===== config.mk =====
export PLATFORM = sky130hd
export DESIGN_NAME = seg_scan_driver
export DESIGN_NICKNAME = d
export VERILOG_FILES = /design/src/rtl/seg_pkg.sv /design/src/rtl/seg7_encode.sv /design/src/rtl/seg_scan_driver.sv
export SDC_FILE = /design/constraint.sdc
export NUM_CORES = 1
export LEC_CHECK = 0
export ABC_AREA = 1
export BUFFER_PORTS_ARGS = -buffer_cell sky130_fd_sc_hd__buf_2
export CORE_ASPECT_RATIO = 1.4
export CORE_MARGIN = 2
export CORE_UTILIZATION = 40
export DETAILED_ROUTE_END_ITERATION = 7
export SYNTH_ARGS = -nofsm -noshare
export SYNTH_HDL_FRONTEND = slang
export SYNTH_HIERARCHICAL = 1
export SYNTH_SLANG_ARGS = --single-unit

===== constraint.sdc =====
create_clock -name clk -period 2.2 [get_ports clk]
set_input_delay 0.11 -clock clk [delete_from_list [all_inputs] [get_ports clk]]
set_output_delay 0.11 -clock clk [all_outputs]
set_load 0.01 [all_outputs]

===== src/rtl/seg_pkg.sv =====
// Shared types and constants for the 7-segment scan driver: FSM and digit
// index enums, cathode patterns and segment codes ({A..G}, A = bit 6).
package seg_pkg;

    typedef enum logic [1:0] {
        IDLE   = 2'd0,
        CONV   = 2'd1,
        COMMIT = 2'd2
    } state_t;

    typedef enum logic [1:0] {
        HUND = 2'd0,
        TENS = 2'd1,
        ONES = 2'd2
    } digit_t;

    // Active-low digit enables; bit3 is not wired to a digit and stays high.
    localparam logic [3:0] CATH_HUND = 4'b1011;
    localparam logic [3:0] CATH_TENS = 4'b1101;
    localparam logic [3:0] CATH_ONES = 4'b1110;

    localparam logic [6:0] SEG_0     = 7'b1111110;
    localparam logic [6:0] SEG_1     = 7'b0110000;
    localparam logic [6:0] SEG_2     = 7'b1101101;
    localparam logic [6:0] SEG_3     = 7'b1111001;
    localparam logic [6:0] SEG_4     = 7'b0110011;
    localparam logic [6:0] SEG_5     = 7'b1011011;
    localparam logic [6:0] SEG_6     = 7'b1011111;
    localparam logic [6:0] SEG_7     = 7'b1110000;
    localparam logic [6:0] SEG_8     = 7'b1111111;
    localparam logic [6:0] SEG_9     = 7'b1110011;
    localparam logic [6:0] SEG_BLANK = 7'b0000000;

    // Double-dabble correction applied to each BCD nibble before a shift.
    function automatic logic [3:0] dd_adjust(input logic [3:0] nib);
        return (nib > 4'd4) ? nib + 4'd3 : nib;
    endfunction

endpackage


===== src/rtl/seg7_encode.sv =====
// Combinational BCD digit to 7-segment encoder; non-decimal codes go blank.
module seg7_encode
    import seg_pkg::*;
(
    input  logic [3:0] i_bcd,
    output logic [6:0] o_seg
);

    always_comb begin
        o_seg = SEG_BLANK;
        case (i_bcd)
            4'd0:    o_seg = SEG_0;
            4'd1:    o_seg = SEG_1;
            4'd2:    o_seg = SEG_2;
            4'd3:    o_seg = SEG_3;
            4'd4:    o_seg = SEG_4;
            4'd5:    o_seg = SEG_5;
            4'd6:    o_seg = SEG_6;
            4'd7:    o_seg = SEG_7;
            4'd8:    o_seg = SEG_8;
            4'd9:    o_seg = SEG_9;
            default: o_seg = SEG_BLANK;
        endcase
    end

endmodule


===== src/rtl/seg_scan_driver.sv =====
// Sequential binary-to-BCD converter with a 1-deep latest-wins pending buffer,
// feeding a multiplexed 3-digit 7-segment scanner. Optional: LEADING_ZERO_BLANK_EN.
module seg_scan_driver
    import seg_pkg::*;
#(
    parameter int SCAN_DIV = 1024,
    parameter int DIV_W    = 16
) (
    input  logic       clk,
    input  logic       rst_n,
    input  logic [7:0] value_in,
    input  logic       value_valid,
    output logic       busy,
    output logic [6:0] seg,
    output logic [3:0] cathode
);

    state_t             r_state;
    state_t             w_next;
    logic [7:0]         r_bin;
    logic [11:0]        r_bcd;
    logic [2:0]         r_iter;
    logic [7:0]         r_pend;
    logic               r_pend_vld;
    logic [3:0]         r_hund;
    logic [3:0]         r_tens;
    logic [3:0]         r_ones;
    logic [DIV_W-1:0]   r_presc;
    digit_t             r_idx;

    logic [11:0]        w_adj;
    logic [19:0]        w_shift;
    logic               w_wrap;
    logic [3:0]         w_digit;
    logic [6:0]         w_enc;
    logic               w_blank;

    always_ff @(posedge clk) begin
        if (!rst_n) r_state <= IDLE;
        else        r_state <= w_next;
    end

    always_comb begin
        w_next = r_state;
        case (r_state)
            IDLE:    if (value_valid) w_next = CONV;
            CONV:    if (r_iter == 3'd7) w_next = COMMIT;
            COMMIT:  w_next = (value_valid || r_pend_vld) ? CONV : IDLE;
            default: w_next = IDLE;
        endcase
    end

    assign busy    = (r_state != IDLE);
    assign w_adj   = {dd_adjust(r_bcd[11:8]), dd_adjust(r_bcd[7:4]), dd_adjust(r_bcd[3:0])};
    assign w_shift = {w_adj, r_bin} << 1;

    // A strobe arriving in COMMIT outranks the buffered value, which is discarded.
    always_ff @(posedge clk) begin
        if (!rst_n) begin
            r_bin      <= '0;
            r_bcd      <= '0;
            r_iter     <= '0;
            r_pend     <= '0;
            r_pend_vld <= 1'b0;
            r_hund     <= '0;
            r_tens     <= '0;
            r_ones     <= '0;
        end else begin
            case (r_state)
                IDLE: begin
                    if (value_valid) begin
                        r_bin  <= value_in;
                        r_bcd  <= '0;
                        r_iter <= '0;
                    end
                end
                CONV: begin
                    r_bcd  <= w_shift[19:8];
                    r_bin  <= w_shift[7:0];
                    r_iter <= r_iter + 3'd1;
                    if (value_valid) begin
                        r_pend     <= value_in;
                        r_pend_vld <= 1'b1;
                    end
                end
                COMMIT: begin
                    r_hund <= r_bcd[11:8];
                    r_tens <= r_bcd[7:4];
                    r_ones <= r_bcd[3:0];
                    r_bcd  <= '0;
                    r_iter <= '0;
                    r_pend_vld <= 1'b0;
                    if (value_valid)     r_bin <= value_in;
                    else if (r_pend_vld) r_bin <= r_pend;
                end
                default: ;
            endcase
        end
    end

    assign w_wrap = (r_presc == DIV_W'(SCAN_DIV - 1));

    always_ff @(posedge clk) begin
        if (!rst_n) begin
            r_presc <= '0;
            r_idx   <= HUND;
        end else begin
            r_presc <= w_wrap ? '0 : r_presc + 1'b1;
            if (w_wrap) begin
                case (r_idx)
                    HUND:    r_idx <= TENS;
                    TENS:    r_idx <= ONES;
                    default: r_idx <= HUND;
                endcase
            end
        end
    end

    always_comb begin
        w_digit = r_hund;
        cathode = CATH_HUND;
        case (r_idx)
            HUND:    begin w_digit = r_hund; cathode = CATH_HUND; end
            TENS:    begin w_digit = r_tens; cathode = CATH_TENS; end
            ONES:    begin w_digit = r_ones; cathode = CATH_ONES; end
            default: begin w_digit = r_hund; cathode = CATH_HUND; end
        endcase
    end

    always_comb begin
        w_blank = 1'b0;
`ifdef LEADING_ZERO_BLANK_EN
        case (r_idx)
            HUND:    w_blank = (r_hund == 4'd0);
            TENS:    w_blank = (r_hund == 4'd0) && (r_tens == 4'd0);
            default: w_blank = 1'b0;
        endcase
`endif
    end

    seg7_encode u_enc (
        .i_bcd (w_digit),
        .o_seg (w_enc)
    );

    assign seg = w_blank ? SEG_BLANK : w_enc;

endmodule


==> results of run 1 <==
Yosys cell counts:
cell type / number
xnor2_1: 4
buf_2: 4
o211ai_1: 2
inv_1: 61
nand2_2: 2
inv_2: 5
nor2_2: 2
nor2_4: 2
ha_1: 21
o21ai_4: 1
xor2_1: 1
nand3_2: 4
a31oi_1: 4
o21a_1: 1
dfxtp_1: 64
nand3_1: 18
nand2_1: 123
nand3b_1: 1
a21oi_1: 51
conb_1: 1
nand2_4: 4
nor3_1: 5
nor2_8: 1
o21ai_0: 39
buf_4: 1
nor2_1: 52
o211a_1: 1
clkbuf_1: 7
nand4_1: 4
o22ai_1: 5
clkinv_1: 1
a22oi_1: 3
buf_6: 2
through the flow:
stage | util | total power, mW | hold WS, ns | setup WS, ns | cell area [sq um]
final | 0.482 | 4.47 | 0.0374 | 0.0614 | 4100
after global routing | 0.482 | 4.80 | 0.0561 | -0.0455 | 4100
after CTS | 0.470 | 4.40 | 0.0301 | 0.0176 | 4000
after detailed placement | 0.428 | 2.92 | 0.373 | 0.131 | 3640
after global placement | 0.428 | 2.91 | 0.367 | 0.247 | 3640
after floorplan | - | 2.56 | 0.248 | 0.0619 | 3450
where the power goes:
part | internal [mW] | switching [mW]
combinational | 0.550 | 0.977
clock | 0.934 | 0.515
sequential | 1.37 | 0.124
cell families after synthesis:
family          synth area share
buf+inv                   0.0949
simple gates               0.277
xor+xnor                  0.0127
flops                      0.371
compound gates             0.167
other cells              0.00109
fa+ha+maj                 0.0761
flip-flops by register name (all words and copies together), names as in the netlist:
signal / flops
r_bcd: 12
r_bin: 8
r_hund: 4
r_idx: 2
r_iter: 3
r_ones: 4
r_pend: 8
r_pend_vld: 1
r_presc: 16
r_state: 2
r_tens: 4
tightest hold or removal path, cell delays in order:
cell and delay, ns:
buf_2 0.07, inv_1 0.04, a21oi_1 0.10
final cells by class:
cell class,count,area share
multi-input combinational,352,0.477
sequential,64,0.313
clock buffer,11,0.0616
inverter,67,0.0613
timing repair buffer,29,0.0418
tap,105,0.0320
clock inverter,5,0.0134
worst max path at each step:
stage                                from     end  slack (ns)  cells past startpoint
floorplan           r_idx[0]$_SDFFE_PN0N_  seg[3]        0.06                     11
global placement    r_idx[0]$_SDFFE_PN0N_  seg[3]        0.25                     11
detailed placement  r_idx[0]$_SDFFE_PN0N_  seg[3]        0.13                     11
CTS                 r_idx[1]$_SDFFE_PN0N_  seg[3]        0.02                     11
global route        r_idx[0]$_SDFFE_PN0N_  seg[3]       -0.05                     11
finish              r_idx[0]$_SDFFE_PN0N_  seg[3]        0.06                     11
per-layer routing:
layer  vias to the layer above  wire (um)  global-route usage
met4                         0        130              0.0590
met2                        47       3690               0.297
met5                         -          0                   0
li1                       1646          -                   -
met3                        12        216              0.0380
met1                      1393       3350               0.196
timing repair:
action / in CTS / in global routing
pin swaps: 1 / 4
buffers inserted: 4 / 0
hold buffers: 0 / 0
gates cloned: 0 / 0
endpoints found under the setup margin: 7 / 6
resized for setup: 7 / 20
==> impl_metrics.tcl, run 1 <==
set metrics [dict create \
    status "complete, no violations" \
    worstSetupPathType "reg -> out" \
    power_density_nw_per_um2 1090 \
    slowest_stage "ha_4" \
    cp_num_buf_inv 3 \
    final_common_cell "nand2_1" \
    crit_chain "inv_2 -> ha_4 -> nor2_4 -> a31oi_4 -> inv_2 -> ha_4 -> nand2_4 -> nand2_1 -> nand2_1 -> nand2_1 -> buf_6" \
    ys_seq_area_frac 0.371 \
    area_growth_pct 18.7 \
    report.final.slew_viol_count 0 \
    p_leak_nw 1.72 \
    setup_viol 0 \
    r2r_slack_ns 0.47 \
    ios 23 \
    dr.first_iter.drc_count 215 \
    min_period_ns 2.14 \
    track_usage 0.169 \
    drc 0 \
    worst_ep_arrival_time_ns 2.03 \
    clock_path_buffers 2 \
    ir_drop_uv 724 \
    std_cell_rows 40 \
    grt_start_max_net_pins 35 \
    cts_tree "done" \
    start_util 0.406 \
    syn_area_sq_um 3450 \
    viasPerCell 4.89 \
    synth_top_cells_by_area "dfxtp_1, nand2_1, ha_1" \
    yosys.area.top_type_share 0.371 \
    min_from "value_in[5]" \
    num_antenna_cells 0 \
    clk_pin_slew_ns 0.05 \
    max_freq_mhz 468 \
    crit_top_cell "nand2_1" \
    dieWidth_um 82.5 \
    regToRegStartpoint "r_state[1]$_SDFFE_PN0P_" \
    worst_slew_pin_slew_ns 0.559 \
    cts_root_buffer "clkbuf_16" \
    slew_headroom 0.627 \
    end_kind "output pin" \
    die-height_um 114 \
    dp.cells 613 \
    clock-sinks 64 \
    finalHoldViolations 0 \
    multi_input_area_sq_um 1950 \
    wl_per_cell_um 11.7 \
    vias 3098 \
    drv_cap 0 \
    cts_max_level 3 \
    coreArea_sq_um 8510 \
    crit_required_ns 2.09 \
    fill_cells 857 \
    crit_family "adder cells" \
    dieArea_sq_um 9410 \
    rsz0062_at_grt "true" \
    yosys_warnings 6 \
    hold_class "in -> reg" \
    hold_path_end "r_pend[5]$_SDFFE_PN0P_" \
    hpwl_mm 5.02 \
    grt_pass1_wl_mm 12.6 \
    ff2ff_path_depth 6 \
    skew_ns 0.00509 \
    cts_buffers 9 \
    drive_gt1_frac 0.161 \
    synth.distinct_cells 33 \
    antenna_found_initial 0 \
    final-seq-area_sq_um 1280 \
    crit_fanout 8 \
    drt-total-wl_mm 7.38 \
    setup-tns-final_ns 0 \
    yosys.area.top_type "dfxtp_1" \
    place.gp.congestion 0.747 \
    synthCells 497 \
    critPathLaunchType "register" \
    overflow 0 \
    mostFrequentLayoutCells "nand2_1, dfxtp_1, inv_1, a21oi_1, nor2_1" \
    ant_nets 0 \
    grt_pass1_vias 2923 \
    nets 555 \
    stdcell_count 633 \
    drt_first_pass_iters 4 \
    r2r_end "r_state[0]$_SDFFE_PN0P_" \
    post-route-period-util 0.972 \
    min_path_cells 3 \
    max_stage_delay_ns 0.37 \
    synth-seq-cells 64 \
    synth_nets 529 \
    numPortBuffers 21 \
    syn-mean-instance-area_sq_um 6.95 \
    clock_latency_ns 0.33 \
]
Power figures use the tool's default switching activity.
==> inputs of run 2 (changes only) <==
- ABC_AREA: 1 -> unset
==> impl_metrics.tcl, run 2 <==
set metrics [dict create \
    numPortBuffers 21 \
    synth.distinct_cells 40 \
    max_stage_delay_ns 0.37 \
    coreArea_sq_um 7800 \
    clock-sinks 64 \
    async_flop_share 0 \
    drc 0 \
    drive_gt1_frac 0.177 \
    grt_start_max_net_pins 33 \
    synth_flop_cell "dfxtp_1" \
    drt-total-wl_mm 6.61 \
    area_growth_pct 17.7 \
    multi_input_area_sq_um 1880 \
    crit_required_ns 2.09 \
    stdcell_count 519 \
    slew_headroom 0.635 \
    wl_per_cell_um 12.7 \
    dieArea_sq_um 8870 \
    antenna_found_initial 0 \
    track_usage 0.159 \
    crit_top_cell "nor2_1" \
    cts_root_buffer "clkbuf_8" \
    clk_pin_slew_ns 0.07 \
    synth_enable_flop_cells 0 \
    max_freq_mhz 474 \
    hold_class "in -> reg" \
    grt_pass1_vias 2592 \
    viasPerCell 5.23 \
    rsz0062_at_grt "true" \
    worst_ep_arrival_time_ns 2.00 \
    min_period_ns 2.11 \
    slowest_stage "dfxtp_4" \
    synth_top_cells_by_area "dfxtp_1, ha_1, mux2i_1" \
    ios 23 \
    power_density_nw_per_um2 687 \
    report.final.slew_viol_count 0 \
    std_cell_rows 38 \
    clock_latency_ns 0.34 \
    p_leak_nw 1.39 \
    drv_cap 0 \
    ys_seq_area_frac 0.394 \
    fill_cells 798 \
    dp.cells 499 \
    dieWidth_um 80.2 \
    status "complete, no violations" \
    crit_family "adder cells" \
    whs_ns 0.0350 \
    end_kind "output pin" \
    clock_path_buffers 2 \
    vias 2714 \
    syn-mean-instance-area_sq_um 8.38 \
    yosys_warnings 6 \
    place.gp.congestion 0.764 \
    final_util 0.491 \
    synth_nets 420 \
    post-route-period-util 0.958 \
    num_antenna_cells 0 \
    drt_first_pass_iters 6 \
    cts_max_level 3 \
    cts_tree "done" \
    synthTopCellsByCount "dfxtp_1, nor2_1, a21oi_1" \
    skew_ns 0.00662 \
    crit_chain "inv_4 -> ha_4 -> nor2_1 -> a21oi_2 -> inv_2 -> ha_1 -> nor2_2 -> nor2_1 -> o22ai_1 -> buf_2" \
    hpwl_mm 4.69 \
    syn_area_sq_um 3250 \
    largest_register "r_presc" \
    ant_nets 0 \
    worstSetupPathType "reg -> out" \
    dr.first_iter.drc_count 130 \
    grt_pass1_wl_mm 11.4 \
    final-seq-area_sq_um 1290 \
    setup_viol 0 \
    crit_fanout 8 \
    start_util 0.417 \
    synthCells 388 \
    mostFrequentLayoutCells "dfxtp_1, nor2_1, nand2_1, o21ai_0, nand3_1" \
    yosys.area.top_type "dfxtp_1" \
    synth-seq-cells 64 \
    yosys.area.top_type_share 0.394 \
    cp_num_buf_inv 3 \
    die-height_um 111 \
    nets 446 \
    finalHoldViolations 0 \
    final_common_cell "dfxtp_1" \
    cts_buffers 9 \
    critPathLaunchType "register" \
    synth_most_common_cell "dfxtp_1" \
    largest_register_ffs 16 \
    reg_top3 "r_presc x16, r_bcd x12" \
    overflow 0 \
    ir_drop_uv 344 \
    worst_slew_pin_slew_ns 0.543 \
]
-- run 2: changes by cell type after synthesis, moves of 8 or more --
cell and delta:
nand2_1 -96, inv_1 -37, a21oi_1 -23, mux2i_1 +18, o21ai_0 -15, a22oi_1 +8
xor2_1 +8
-- run 2: stage by stage --
step | area, sq um | setup TNS [ns] | setup slack, ns | power [mW]
3_5_place_dp | 3470 | 0 | 0.0667 | 1.51
6_report | 3830 | 0 | 0.0920 | 2.63
3_3_place_gp | 3470 | 0 | 0.191 | 1.50
5_1_grt | 3830 | -0.0174 | -0.0107 | 2.76
2_1_floorplan | 3250 | 0 | 0.0979 | 1.44
4_1_cts | 3760 | 0 | 0.0199 | 2.68
-- run 2: path summary, 6_finish.rpt --
path | cells after the start | slack, ns | endpoint | start
hold reg to reg | 2 | 0.46 | r_pend[6]$_SDFFE_PN0P_ | r_pend[6]$_SDFFE_PN0P_
hold / removal | 3 | 0.04 | r_pend[1]$_SDFFE_PN0P_ | value_in[1]
setup reg to reg | 7 | 0.41 | r_bin[5]$_SDFFE_PN0P_ | r_state[0]$_SDFFE_PN0P_
setup / recovery | 10 | 0.09 | seg[6] | r_idx[1]$_SDFFE_PN0N_
-- run 2: tightest hold or removal path: cells and delay by family --
kind / cells / cell delay, ns
buffers and inverters: 1 / 0.10
and+or+nand+nor: 1 / 0.06
AOI/OAI and AO/OA: 1 / 0.05
-- run 2: routing by layer --
layer	vias to the layer above	part of all wire	track usage
met4	0	0.016	0.0678
met2	36	0.51	0.281
met1	1258	0.44	0.180
met5	-	0	0
met3	8	0.028	0.0318
li1	1412	-	-
-- run 2: cell type report --
type / instances / area share
Clock inverter: 2 / 0.0157
Timing Repair Buffer: 35 / 0.0549
Tap cell: 100 / 0.0327
Inverter: 24 / 0.0242
Multi-Input combinational cell: 280 / 0.491
Sequential cell: 64 / 0.337
Clock buffer: 14 / 0.0451
-- run 2: cells by family after synthesis --
logic type	synth area share
other	0.00115
and+or+nand+nor	0.197
DFF	0.394
xor gates and xnor gates	0.0404
AOI/OAI and AO/OA	0.168
muxes	0.0624
adders and majority gates	0.0808
buffers and inverters	0.0562
-- run 2: power by group --
| group | switching (mW) | internal (mW) |
|---|---|---|
| sequential | 0.0268 | 1.20 |
| combinational | 0.162 | 0.0903 |
| clock | 0.422 | 0.732 |
| total | 0.610 | 2.02 |
-- run 2: timing repair --
item / in CTS / in global routing
pin swaps: 2 / 3
endpoints found under the hold margin: 0 / 0
hold buffers: 0 / 0
endpoints found under the setup margin: 7 / 7
buffers inserted: 2 / 2
resized for setup: 14 / 11
==> inputs of run 3 (changes only) <==
- RECOVER_POWER: unset -> 100
- clock period: 2.2 -> 2.4 ns (I/O delays scaled with it)
==> impl_metrics.tcl, run 3 (synthesis gave the netlist of run 2 again) <==
set metrics [dict create \
    status "complete, no violations" \
    mostFrequentLayoutCells "dfxtp_1, nor2_1, nand2_1, a21oi_1" \
    p_leak_nw 1.35 \
    stdcell_area_sq_um 3730 \
    die-height_um 111 \
    grt_pass1_wl_mm 10.8 \
    cts_root_buffer "clkbuf_8" \
    hpwl_mm 4.58 \
    crit_top_cell "nor2_1" \
    min_path_cells 3 \
    max_freq_mhz 442 \
    dp.cells 499 \
    hold_class "in -> reg" \
    final_util 0.478 \
    power_density_nw_per_um2 642 \
    ff2ff_path_depth 6 \
    std_cell_rows 38 \
    critPathLaunchType "register" \
    clock_path_buffers 2 \
    track_usage 0.152 \
    clk_pin_slew_ns 0.07 \
    min_period_ns 2.26 \
    grt_pass1_vias 2427 \
    stdcell_count 515 \
    place.gp.congestion 0.808 \
    clock-sinks 64 \
    viasPerCell 5.29 \
    cts_setup_buffers 0 \
    dieWidth_um 80.2 \
    max_stage_delay_ns 0.35 \
    reg_top3 "r_presc x16, r_bcd x12" \
    ant_nets 0 \
    drt-total-wl_mm 6.43 \
    grt_start_max_net_pins 31 \
    drt_first_pass_iters 5 \
    crit_fanout 9 \
    post-route-period-util 0.942 \
    skew_ns 0.0105 \
    setup-tns-final_ns 0 \
    start_util 0.417 \
    nets 442 \
    place_area_sq_um 3460 \
    drc 0 \
    total_power_mw 2.39 \
    largest_register "r_presc" \
    worst_slew_pin_slew_ns 0.555 \
    cp_num_buf_inv 3 \
    area_growth_pct 14.6 \
    fill_cells 785 \
    setup_viol 0 \
    cts_tree "done" \
    crit_family "adder cells" \
    dieArea_sq_um 8870 \
    dr.first_iter.drc_count 145 \
    worstSetupPathType "reg -> out" \
    overflow 0 \
    drive_gt1_frac 0.145 \
    worst_ep_arrival_time_ns 2.14 \
    crit_required_ns 2.28 \
    drv_cap 0 \
    wl_per_cell_um 12.5 \
    finalHoldViolations 0 \
    end_kind "output pin" \
    coreArea_sq_um 7800 \
    crit_chain "inv_1 -> ha_4 -> nor2_1 -> a21oi_1 -> inv_1 -> ha_1 -> nor2_1 -> nor2_1 -> o22ai_1 -> buf_2" \
    final_common_cell "dfxtp_1" \
    antenna_found_initial 0 \
    report.final.slew_viol_count 0 \
    num_antenna_cells 0 \
    ios 23 \
    path_depth 10 \
    slew_headroom 0.629 \
    clock_latency_ns 0.35 \
    numPortBuffers 21 \
    cts_buffers 9 \
    cts_max_level 3 \
    slowest_stage "dfxtp_2" \
    vias 2726 \
    ir_drop_uv 327 \
    largest_register_ffs 16 \
]
[run 3: final cells by class]
cell class | instances | area (sq um) | area share
multi-input combinational | 280 | 1830 | 0.490
sequential | 64 | 1280 | 0.345
timing repair buffer | 31 | 180 | 0.0484
clock buffer | 11 | 141 | 0.0379
tap | 100 | 125 | 0.0336
inverter | 24 | 90.1 | 0.0242
clock inverter | 5 | 80.1 | 0.0215
[run 3: stage by stage]
step | hold slack [ns] | setup slack (ns)
2_1_floorplan | 0.258 | 0.183
3_3_place_gp | 0.388 | 0.402
3_5_place_dp | 0.394 | 0.317
4_1_cts | 0.0130 | 0.0342
5_1_grt | 0.00701 | -0.0124
6_report | 0.0321 | 0.138
[run 3: path summary, 6_finish.rpt]
kind,startpoint,end,slack (ns)
worst min register to register,r_pend[1]$_SDFFE_PN0P_,r_pend[1]$_SDFFE_PN0P_,0.46
worst max-delay path,r_idx[0]$_SDFFE_PN0N_,seg[6],0.14
worst min-delay path,value_in[1],r_pend[1]$_SDFFE_PN0P_,0.03
worst max register to register,r_state[0]$_SDFFE_PN0P_,r_bcd[3]$_SDFFE_PN0P_,0.60
[run 3: worst register-to-register path, stage by stage (launching register included)]
cell and delay [ns]:
dfxtp_1 0.41, inv_1 0.09, ha_1 0.21, nor2b_1 0.20, or2_2 0.46, o21ai_0 0.22, a21oi_1 0.08
[run 3: repair_timing]
item | CTS | global route
hold buffers | 0 | 0
gates resized for setup | 3 | 7
setup endpoints to repair | 6 | 7
pin swaps | 0 | 0
[run 3: power by group]
part | total, mW | internal (mW) | switching, mW
sequential | 1.12 | 1.10 | 0.0240
clock | 1.03 | 0.611 | 0.419
combinational | 0.240 | 0.0886 | 0.151
[run 3: per-layer routing]
| layer | track usage | wire, um | share of wire |
|---|---|---|---|
| met1 | 0.170 | 2970 | 0.46 |
| met3 | 0.0480 | 219 | 0.034 |
| met5 | 0 | 0 | 0 |
| met2 | 0.262 | 3120 | 0.49 |
| met4 | 0.0610 | 115 | 0.018 |
